[config.mk]
export PLATFORM = sky130hd
export DESIGN_NAME = param_mac_pipe_flat
export DESIGN_NICKNAME = d
export VERILOG_FILES = /design/src/rtl/param_mac_pipe_if.sv /design/src/rtl/param_mac_pipe.sv /design/src/flat_wrapper.sv
export SDC_FILE = /design/constraint.sdc
export NUM_CORES = 1
export LEC_CHECK = 0
export CAP_MARGIN = 0
export CORE_MARGIN = 2
export CORE_UTILIZATION = 30
export DETAILED_ROUTE_END_ITERATION = 6
export HOLD_SLACK_MARGIN = 0.06
export PLACE_DENSITY = 0.44
export SLEW_MARGIN = 10
export SYNTH_ARGS = -nofsm -noshare
export SYNTH_HDL_FRONTEND = slang
export SYNTH_SLANG_ARGS = --single-unit
export TNS_END_PERCENT = 50
[constraint.sdc]
create_clock -name clk -period 5.7 [get_ports clk]
set_input_delay 1.14 -clock clk [delete_from_list [all_inputs] [get_ports clk]]
set_output_delay 1.14 -clock clk [all_outputs]
set_load 0.03 [all_outputs]
[src/rtl/param_mac_pipe_if.sv]
`default_nettype none
// ============================================================================
// Module   : param_mac_pipe_if
// Purpose  : Beat-in / result-out handshake bundle for param_mac_pipe.
// Revision : 1.0  initial release
// ============================================================================
interface param_mac_pipe_if #(
    parameter int WIDTH     = 8,
    parameter int ACC_WIDTH = 20,
    parameter int CNT_WIDTH = 4
);
    logic                        in_valid;
    logic                        in_ready;
    logic signed [WIDTH-1:0]     a;
    logic signed [WIDTH-1:0]     b;
    logic                        first;
    logic                        last;
    logic                        out_valid;
    logic                        out_ready;
    logic signed [ACC_WIDTH-1:0] acc;
    logic [CNT_WIDTH-1:0]        count;
    logic                        ovf;

    modport master (
        output in_valid, a, b, first, last, out_ready,
        input  in_ready, out_valid, acc, count, ovf
    );

    modport slave (
        input  in_valid, a, b, first, last, out_ready,
        output in_ready, out_valid, acc, count, ovf
    );
endinterface
`default_nettype wire

[src/rtl/param_mac_pipe.sv]
`default_nettype none
// ============================================================================
// Module   : param_mac_pipe
// Purpose  : 3-stage signed multiply-accumulate over framed vectors with
//            valid/ready backpressure. Optional saturation: MAC_SAT_EN.
// Revision : 1.0  initial release
// ============================================================================
module param_mac_pipe #(
    parameter int WIDTH     = 8,
    parameter int ACC_WIDTH = 20,
    parameter int CNT_WIDTH = 4
) (
    input  wire logic         clk,
    input  wire logic         reset,
    param_mac_pipe_if.slave   mac
);

    localparam int                       c_PROD_W  = 2 * WIDTH;
    localparam logic [CNT_WIDTH-1:0]     c_CNT_MAX = {CNT_WIDTH{1'b1}};
    localparam logic [CNT_WIDTH-1:0]     c_CNT_ONE = CNT_WIDTH'(1);

    logic                        w_stall;

    logic                        r_s1_valid;
    logic                        r_s1_first;
    logic                        r_s1_last;
    logic signed [WIDTH-1:0]     r_s1_a;
    logic signed [WIDTH-1:0]     r_s1_b;

    logic                        r_s2_valid;
    logic                        r_s2_first;
    logic                        r_s2_last;
    logic signed [c_PROD_W-1:0]  r_s2_prod;

    logic signed [ACC_WIDTH-1:0] r_acc;
    logic [CNT_WIDTH-1:0]        r_cnt;
    logic                        r_open;

    logic                        r_out_valid;
    logic signed [ACC_WIDTH-1:0] r_out_acc;
    logic [CNT_WIDTH-1:0]        r_out_count;
    logic                        r_out_ovf;

    logic                        w_start;
    logic signed [ACC_WIDTH-1:0] w_prod_ext;
    logic signed [ACC_WIDTH-1:0] w_base;
    logic signed [ACC_WIDTH-1:0] w_sum;
    logic signed [ACC_WIDTH-1:0] w_acc_next;
    logic [CNT_WIDTH-1:0]        w_cnt_next;
    logic                        w_ovf_next;
    logic                        w_s3_fire;

    // A pending result the consumer has not taken freezes every stage.
    assign w_stall      = r_out_valid & ~mac.out_ready;
    assign w_s3_fire    = r_s2_valid & ~w_stall;

    assign mac.in_ready  = ~w_stall;
    assign mac.out_valid = r_out_valid;
    assign mac.acc       = r_out_acc;
    assign mac.count     = r_out_count;
    assign mac.ovf       = r_out_ovf;

    always_ff @(posedge clk) begin
        if (reset) begin
            r_s1_valid <= 1'b0;
            r_s1_first <= 1'b0;
            r_s1_last  <= 1'b0;
            r_s1_a     <= '0;
            r_s1_b     <= '0;
        end else if (!w_stall) begin
            r_s1_valid <= mac.in_valid;
            r_s1_first <= mac.first;
            r_s1_last  <= mac.last;
            r_s1_a     <= mac.a;
            r_s1_b     <= mac.b;
        end
    end

    // Operands widened before the multiply so (-2^(W-1))^2 stays exact.
    always_ff @(posedge clk) begin
        if (reset) begin
            r_s2_valid <= 1'b0;
            r_s2_first <= 1'b0;
            r_s2_last  <= 1'b0;
            r_s2_prod  <= '0;
        end else if (!w_stall) begin
            r_s2_valid <= r_s1_valid;
            r_s2_first <= r_s1_first;
            r_s2_last  <= r_s1_last;
            r_s2_prod  <= c_PROD_W'(r_s1_a) * c_PROD_W'(r_s1_b);
        end
    end

    always_comb begin
        w_start    = r_s2_first | ~r_open;
        w_prod_ext = ACC_WIDTH'(r_s2_prod);
        w_base     = w_start ? '0 : r_acc;
        w_sum      = w_base + w_prod_ext;
        if (w_start) begin
            w_cnt_next = c_CNT_ONE;
        end else if (r_cnt == c_CNT_MAX) begin
            w_cnt_next = r_cnt;
        end else begin
            w_cnt_next = r_cnt + c_CNT_ONE;
        end
    end

`ifdef MAC_SAT_EN
    localparam logic signed [ACC_WIDTH-1:0] c_ACC_MAX = {1'b0, {(ACC_WIDTH-1){1'b1}}};
    localparam logic signed [ACC_WIDTH-1:0] c_ACC_MIN = {1'b1, {(ACC_WIDTH-1){1'b0}}};

    logic r_sat_pos;
    logic r_sat_neg;
    logic r_ovf;
    logic w_pos_held;
    logic w_neg_held;
    logic w_ovf_add;
    logic w_sat_pos_next;
    logic w_sat_neg_next;

    // Once clamped, the vector stays pinned to that rail until the next start.
    always_comb begin
        w_pos_held     = ~w_start & r_sat_pos;
        w_neg_held     = ~w_start & r_sat_neg;
        w_ovf_add      = (w_base[ACC_WIDTH-1] == w_prod_ext[ACC_WIDTH-1]) &&
                         (w_sum[ACC_WIDTH-1] != w_base[ACC_WIDTH-1]);
        w_sat_pos_next = w_pos_held | (~w_neg_held & w_ovf_add & ~w_base[ACC_WIDTH-1]);
        w_sat_neg_next = w_neg_held | (~w_pos_held & w_ovf_add &  w_base[ACC_WIDTH-1]);
        w_ovf_next     = (~w_start & r_ovf) | w_ovf_add;
        if (w_sat_pos_next) begin
            w_acc_next = c_ACC_MAX;
        end else if (w_sat_neg_next) begin
            w_acc_next = c_ACC_MIN;
        end else begin
            w_acc_next = w_sum;
        end
    end

    always_ff @(posedge clk) begin
        if (reset) begin
            r_sat_pos <= 1'b0;
            r_sat_neg <= 1'b0;
            r_ovf     <= 1'b0;
        end else if (w_s3_fire) begin
            r_sat_pos <= w_sat_pos_next;
            r_sat_neg <= w_sat_neg_next;
            r_ovf     <= w_ovf_next;
        end
    end
`else
    always_comb begin
        w_acc_next = w_sum;
        w_ovf_next = 1'b0;
    end
`endif

    always_ff @(posedge clk) begin
        if (reset) begin
            r_acc  <= '0;
            r_cnt  <= '0;
            r_open <= 1'b0;
        end else if (w_s3_fire) begin
            r_acc  <= w_acc_next;
            r_cnt  <= w_cnt_next;
            r_open <= ~r_s2_last;
        end
    end

    // out_valid follows S3 every unstalled cycle, so it drops after a
    // handshake unless another last beat lands in the same cycle.
    always_ff @(posedge clk) begin
        if (reset) begin
            r_out_valid <= 1'b0;
            r_out_acc   <= '0;
            r_out_count <= '0;
            r_out_ovf   <= 1'b0;
        end else if (!w_stall) begin
            r_out_valid <= r_s2_valid & r_s2_last;
            if (r_s2_valid && r_s2_last) begin
                r_out_acc   <= w_acc_next;
                r_out_count <= w_cnt_next;
                r_out_ovf   <= w_ovf_next;
            end
        end
    end

endmodule
`default_nettype wire

[src/flat_wrapper.sv]
// flat-port wrapper written by rule: the top's interface ports become plain ports
module param_mac_pipe_flat 
#(
    parameter int WIDTH     = 8,
    parameter int ACC_WIDTH = 20,
    parameter int CNT_WIDTH = 4
)
  (clk, reset, mac_in_valid, mac_a, mac_b, mac_first, mac_last, mac_out_ready, mac_in_ready, mac_out_valid, mac_acc, mac_count, mac_ovf);
  param_mac_pipe_if #(.WIDTH(WIDTH), .ACC_WIDTH(ACC_WIDTH), .CNT_WIDTH(CNT_WIDTH)) mac_i ();
  input  wire logic clk;
  input  wire logic reset;
  input wire logic [$bits(mac_i.in_valid)-1:0] mac_in_valid;
  input wire logic [$bits(mac_i.a)-1:0] mac_a;
  input wire logic [$bits(mac_i.b)-1:0] mac_b;
  input wire logic [$bits(mac_i.first)-1:0] mac_first;
  input wire logic [$bits(mac_i.last)-1:0] mac_last;
  input wire logic [$bits(mac_i.out_ready)-1:0] mac_out_ready;
  output wire logic [$bits(mac_i.in_ready)-1:0] mac_in_ready;
  output wire logic [$bits(mac_i.out_valid)-1:0] mac_out_valid;
  output wire logic [$bits(mac_i.acc)-1:0] mac_acc;
  output wire logic [$bits(mac_i.count)-1:0] mac_count;
  output wire logic [$bits(mac_i.ovf)-1:0] mac_ovf;
  assign mac_i.in_valid = mac_in_valid;
  assign mac_i.a = mac_a;
  assign mac_i.b = mac_b;
  assign mac_i.first = mac_first;
  assign mac_i.last = mac_last;
  assign mac_i.out_ready = mac_out_ready;
  assign mac_in_ready = mac_i.in_ready;
  assign mac_out_valid = mac_i.out_valid;
  assign mac_acc = mac_i.acc;
  assign mac_count = mac_i.count;
  assign mac_ovf = mac_i.ovf;
  param_mac_pipe #(.WIDTH(WIDTH), .ACC_WIDTH(ACC_WIDTH), .CNT_WIDTH(CNT_WIDTH)) u_core (.clk(clk), .reset(reset), .mac(mac_i));
endmodule
==> impl_metrics.ini, run 1 <==
[floorplanning]
core_um2 = 22430
rows = 55
ios = 49
die_w_um = 154.6
start_util_pct = 30.34
die_h_um = 154.6
die_area_um2 = 23910

[routing]
wl_per_cell_um = 14.50
drtPass1Iterations = 4
viasPerCell = 4.814
num_vias = 5527
detail-route-antenna-nets = 0
drc = 0
drtIter0Drc = 245
finalWirelength_mm = 16.65

[timing]
rsz0062_at_grt = no
worst_pin_slew_ns = 0.9789
drv_slew = 0
clock_skew_ns = 0.008285
period_share_pct = 79.04
finalSetupViolCount = 0
fin_setup_tns_ns = 0
hold_viol = 0
maxSlewHeadroom_pct = 34.74
max_freq_mhz = 222.0
hold_slack_ns = 0.4529
postLayoutSetupSlackWorst_ns = 1.195
min_period_ns = 4.505

[place]
pre_cts_ws_ns = 1.143
io_buffers = 47
gp_congestion = 0.7396
dp_hpwl_mm = 12.14

[synth]
yosys.area.top_type_share_pct = 25.88
ys_types = 55
ys_warn_count = 0
synthesis.area_um2 = 6807
synthArstFlopShare_pct = 0
yosysTopAreaCell = dfxtp_1
synth_commonest_cells = 156 x nand2_1, 88 x dfxtp_1, 85 x a21oi_1, 76 x inv_1, 59 x and2_1
ys_seq_area_share_pct = 25.88
synth_area_leaders = dfxtp_1 26%, fa_1 16%, ha_1 9.0%
synth-seq-cells = 88
synth_edf_count = 0
syn_nets = 961
synth.avg_cell_area_um2 = 8.161
ys.flop_type = dfxtp_1
synth_most_common_cell = nand2_1
synth_cells = 834

[outcome]
outcome = finished, final reports clean

[power_and_ir_drop]
power.density_nw_per_um2 = 218.6
power.leakage_nw = 3.299
ir_drop_mv = 0.1456

[clock_tree]
clkTransAtPathRegs_ns = 0.07
clockRootBuffer = clkbuf_16
postCtsSetupRepairBufs = 0
ctsResizeCount = 0
htree_levels = 3
numCtsBuffers = 9
holdBufCountCts = 0
cts_tree = yes
clockBufferDepth = 2
clk_latency_ns = 0.35
cts.sinks = 88

[run]
max_cap_viol_count = 0

[global_route]
track_usage_pct = 14.98
antenna_found_initial = 0
grt_pass1_vias = 5785
overflow = 0
grt_pass1_wl_mm = 28.89
grt_max_degree = 61

[setup_path]
cpLargestDelayFamily = adder cells
worstSetupPathType = reg2reg
cp.required_ns = 5.97
crit_path_frequent_cell = fa_1
crit_fanout = 10
crit_slowest_cell = dfxtp_1
critPathBufInv = 2
worstPathArrival_ns = 4.78
cpPeakStageDelay_ns = 0.54
cp_cell_sequence = nor2b_1, fa_1, fa_1, fa_1, inv_1, fa_1, inv_1, ha_1, o21a_1, nor2_1, a21oi_1, a211oi_1, a21oi_1, xnor2_1, o31ai_1
end_kind = flop
critPathLaunchType = flop

[cells_and_area]
final_util_pct = 34.84
antennaDiodeCount = 0
synthToLayoutAreaGrowth_pct = 14.82
drive_above_1_share_pct = 3.708
fin_nets = 985

[worst_hold_path]
hp-class = reg2reg
-- routing by layer --
metal	routed length [µm]	global-route usage, %
met1	8503	20.74
met2	7553	24.57
met3	437	2.214
met4	155	3.792
met5	0	0
-- worst min-delay path: cells and delay by family, from the launching register on --
kind             cells  cell delay [ns]
flip-flops           1             0.31
AND/OR/NAND/NOR      1             0.05
AO/OA/AOI/OAI        1             0.05
-- area by class of cell --
class	count	area (µm²)
Multi-Input combinational cell	628	4603
Timing Repair Buffer	54	518.0
Fill cell	2404	14620
Clock inverter	6	47.55
Sequential cell	88	1762
Tap cell	285	356.6
Inverter	77	289.0
Clock buffer	10	239.0
-- power breakdown --
group	switching (W)	internal, W
sequential	0.0000400	0.000650
clock	0.000284	0.000314
combinational	0.000237	0.000184
-- path summary, 6_finish.rpt --
| kind | startpoint | endpoint | slack, ns | cells past startpoint |
|---|---|---|---|---|
| worst min register to register | u_core.r_acc[10]$_SDFFE_PP0P_ | u_core.r_acc[10]$_SDFFE_PP0P_ | 0.45 | 2 |
| worst max register to register | u_core.r_s1_b[7]$_SDFFE_PP0N_ | u_core.r_s2_prod[15]$_SDFFE_PP0N_ | 1.19 | 15 |
| worst min-delay path | u_core.r_acc[10]$_SDFFE_PP0P_ | u_core.r_acc[10]$_SDFFE_PP0P_ | 0.45 | 2 |
| worst max-delay path | u_core.r_s1_b[7]$_SDFFE_PP0N_ | u_core.r_s2_prod[15]$_SDFFE_PP0N_ | 1.19 | 15 |
-- flip-flops by register name, summed over array words and instances (netlist names) --
register	count
u_core.r_s1_b	8
u_core.r_s1_first	1
u_core.r_s1_valid	1
u_core.r_s2_first	1
u_core.r_s2_prod	16
u_core.r_s2_valid	1
u_core.r_s2_last	1
u_core.r_s1_last	1
u_core.r_cnt	4
u_core.mac.acc	20
u_core.mac.count	4
u_core.mac.out_valid	1
u_core.r_s1_a	8
u_core.r_open	1
u_core.r_acc	20
-- cells by family after synthesis --
family | Yosys count | synth area share [%]
DFF | 88 | 25.88
muxes | 2 | 0.3125
and+or+nand+nor | 328 | 23.24
AOI/OAI and AO/OA | 166 | 15.06
adders and majority gates | 105 | 25.48
other | 1 | 0.05509
buffers and inverters | 118 | 6.636
xor gates and xnor gates | 26 | 3.346
-- placed cells by master (no fill, tap or decap), drive strengths merged, types with 6 or more instances in the layout --
| cell | instances |
|---|---|
| ha | 49 |
| a211oi | 8 |
| clkdlybuf4s50 | 46 |
| nor2 | 36 |
| clkbuf | 10 |
| o21ai | 15 |
| a31oi | 8 |
| o21a | 6 |
| inv | 81 |
| a21o | 9 |
| fa | 56 |
| a21oi | 86 |
| dfxtp | 88 |
| xnor2 | 21 |
| and3 | 7 |
| nand3 | 18 |
| nand2 | 156 |
| o31ai | 6 |
| and2 | 59 |
| nor3 | 8 |
| nor2b | 11 |
| nor4b | 6 |
| buf | 8 |
-- per-stage QoR --
stage | cells | power (W) | area (µm²)
detailed placement | 1132 | 0.001134 | 7528
floorplan | 834 | 0.001022 | 6807
global placement | 1132 | 0.001135 | 7528
finish | 1148 | 0.001708 | 7815
CTS | 1148 | 0.001745 | 7815
global route | 1148 | 0.001834 | 7815
No activity file was read; power rests on OpenSTA's default activity.
==> run 2: changes to the inputs <==
--- a/config.mk
+++ b/config.mk
@@ -10,7 +10,7 @@
 export CORE_UTILIZATION = 30
 export DETAILED_ROUTE_END_ITERATION = 6
 export HOLD_SLACK_MARGIN = 0.06
-export PLACE_DENSITY = 0.44
+export PLACE_DENSITY = 0.46
 export SLEW_MARGIN = 10
 export SYNTH_ARGS = -nofsm -noshare
 export SYNTH_HDL_FRONTEND = slang
==> constraint.sdc (replaced) <==
create_clock -name clk -period 3.8 [get_ports clk]
set_input_delay 0.76 -clock clk [delete_from_list [all_inputs] [get_ports clk]]
set_output_delay 0.76 -clock clk [all_outputs]
set_load 0.03 [all_outputs]
==> run 2 against run 1 <==
- the run now ends with setup timing left
- cell area is 8.9% higher
- die area stayed put
- first-iteration DRC count is 15% lower
- maximum frequency is 13% higher
- cell count is 4.5% higher
- combinational power is 87% higher
- sequential share of layout area is 1.4 points lower
- sequential cell count stayed put
- non-clock buffer count is 52 higher
- via count is 3.2% higher
- power is 62% higher
- critical endpoint is now u_core.r_s2_prod[13]$_SDFFE_PP0N_
- highest routed layer unchanged
==> impl_metrics.ini, run 2 (same netlist as run 1, synthesis figures left out) <==
[routing]
drc = 0
drtIter0Drc = 209
drtPass1Iterations = 4
finalWirelength_mm = 16.96
viasPerCell = 4.754
detail-route-antenna-nets = 0
num_vias = 5705
wl_per_cell_um = 14.13

[timing]
clock_skew_ns = 0.007672
rsz0062_at_grt = yes
min_period_ns = 3.972
postLayoutSetupSlackWorst_ns = -0.1718
max_freq_mhz = 251.8
fin_setup_tns_ns = -0.8915
maxSlewHeadroom_pct = 53.75
finalSetupViolCount = 7
worst_pin_slew_ns = 0.6930
period_share_pct = 104.5
hold_viol = 0
drv_slew = 0
hold_slack_ns = 0.4525

[setup_path]
cp.required_ns = 4.09
critPathLaunch = u_core.r_s1_b[1]$_SDFFE_PP0N_
critPathLaunchType = flop
r2r-end = u_core.r_s2_prod[13]$_SDFFE_PP0N_
worstSetupPathType = reg2reg
rrSetupSlack_ns = -0.17
crit_end = u_core.r_s2_prod[13]$_SDFFE_PP0N_
worstPathArrival_ns = 4.26
end_kind = flop
reg2reg_depth = 18
crit_fanout = 6
r2r_start = u_core.r_s1_b[1]$_SDFFE_PP0N_

[clock_tree]
clkTransAtPathRegs_ns = 0.07
numCtsBuffers = 9
clk_latency_ns = 0.35
clockRootBuffer = clkbuf_16
htree_levels = 3
clockBufferDepth = 2
cts_tree = yes
holdBufCountCts = 0
cts.sinks = 88

[outcome]
outcome = complete, but fails checks
violations = setup timing

[cells_and_area]
multi_input_area_um2 = 4836
drive_above_1_share_pct = 15.52
layout_common_cells = 152 x nand2_1, 80 x a21oi_1, 74 x dfxtp_1
final_common_cell = nand2_1
num-fill-cells = 2369
final_cells = 1200
seq_area_um2 = 1797
synthToLayoutAreaGrowth_pct = 25.04
antennaDiodeCount = 0
fin_nets = 1037

[global_route]
grt_pass1_wl_mm = 29.56
track_usage_pct = 15.36
grt_max_degree = 52
overflow = 0
grt_pass1_vias = 6042
antenna_found_initial = 0

[place]
gp_congestion = 0.7724
io_buffers = 47
dpl.cell_count = 1176
dp_hpwl_mm = 12.68
pre_cts_ws_ns = -0.3878

[power_and_ir_drop]
power.density_nw_per_um2 = 325.1
power.leakage_nw = 3.578
ir_drop_mv = 0.2205

[floorplanning]
die_h_um = 154.6
rows = 55
die_area_um2 = 23910
start_util_pct = 30.34
die_w_um = 154.6
ios = 49
core_um2 = 22430

[worst_hold_path]
hp-class = reg2reg

[run]
max_cap_viol_count = 0
==> run 2: changes by cell type in the layout (fill, tap and decap cells not counted), sizes merged <==
| cell | previous run | this run |
|---|---|---|
| buf | 8 | 60 |
| bufinv | 0 | 1 |
| clkinv | 1 | 0 |
==> run 2: layer usage <==
metal	GRT usage, %	wire length (µm)	share of wire, %	vias to the layer above
li1	-	-	-	2914
met1	20.61	8542	50	2712
met2	25.91	7803	46	63
met3	2.326	387	2.3	16
met4	4.012	225	1.3	0
met5	0	0	0	-
==> run 2: report_power, final <==
part	internal (W)	total, W	switching, W
logic	0.000385	0.000787	0.000403
clock network	0.000523	0.000951	0.000428
registers	0.000975	0.00103	0.0000531
total	0.00188	0.00277	0.000884
==> run 2: final cells by class <==
type | count | area share (%)
clock inverters | 6 | 0.8821
clock buffers | 10 | 2.690
inverters | 77 | 3.396
flip-flops and latches | 88 | 21.11
multi-input cells | 628 | 56.82
repair buffers | 106 | 10.91
well taps | 285 | 4.190
==> run 2: critical path: stages, from the launching register on <==
cell and delay (ns):
dfxtp_2 0.36, and2_4 0.17, fa_1 0.52, inv_1 0.06
fa_1 0.49, inv_2 0.04, fa_1 0.52, inv_1 0.05
fa_1 0.35, inv_1 0.10, ha_4 0.21, o21a_1 0.16
nor2_1 0.12, a21oi_2 0.06, a211oi_2 0.24, buf_4 0.16
xnor2_2 0.09, nand2_1 0.07, a21oi_2 0.13
==> run 2: worst min path at each step <==
| stage | start | end | cells after the start |
|---|---|---|---|
| floorplan | u_core.r_acc[0]$_SDFFE_PP0P_ | u_core.r_acc[0]$_SDFFE_PP0P_ | 2 |
| global placement | u_core.r_acc[4]$_SDFFE_PP0P_ | u_core.r_acc[4]$_SDFFE_PP0P_ | 2 |
| detailed placement | u_core.r_acc[0]$_SDFFE_PP0P_ | u_core.r_acc[0]$_SDFFE_PP0P_ | 2 |
| CTS | u_core.r_s1_last$_SDFFE_PP0N_ | u_core.r_s1_last$_SDFFE_PP0N_ | 2 |
| global route | u_core.r_acc[6]$_SDFFE_PP0P_ | u_core.r_acc[6]$_SDFFE_PP0P_ | 2 |
| finish | u_core.r_acc[4]$_SDFFE_PP0P_ | u_core.r_acc[4]$_SDFFE_PP0P_ | 2 |
==> run 2: timing repair <==
action | in CTS | in global routing
pin swaps | 24 | 3
endpoints found under the setup margin | 7 | 8
buffers inserted | 3 | 5
resized for setup | 34 | 10
==> run 2: stage by stage <==
stage | util [%] | area, µm² | power (W)
5_1_grt | 37.94 | 8511 | 0.002967
2_1_floorplan | - | 6995 | 0.001588
3_3_place_gp | 35.68 | 8004 | 0.001821
4_1_cts | 37.60 | 8436 | 0.002806
3_5_place_dp | 35.68 | 8004 | 0.001814
6_report | 37.94 | 8511 | 0.002766
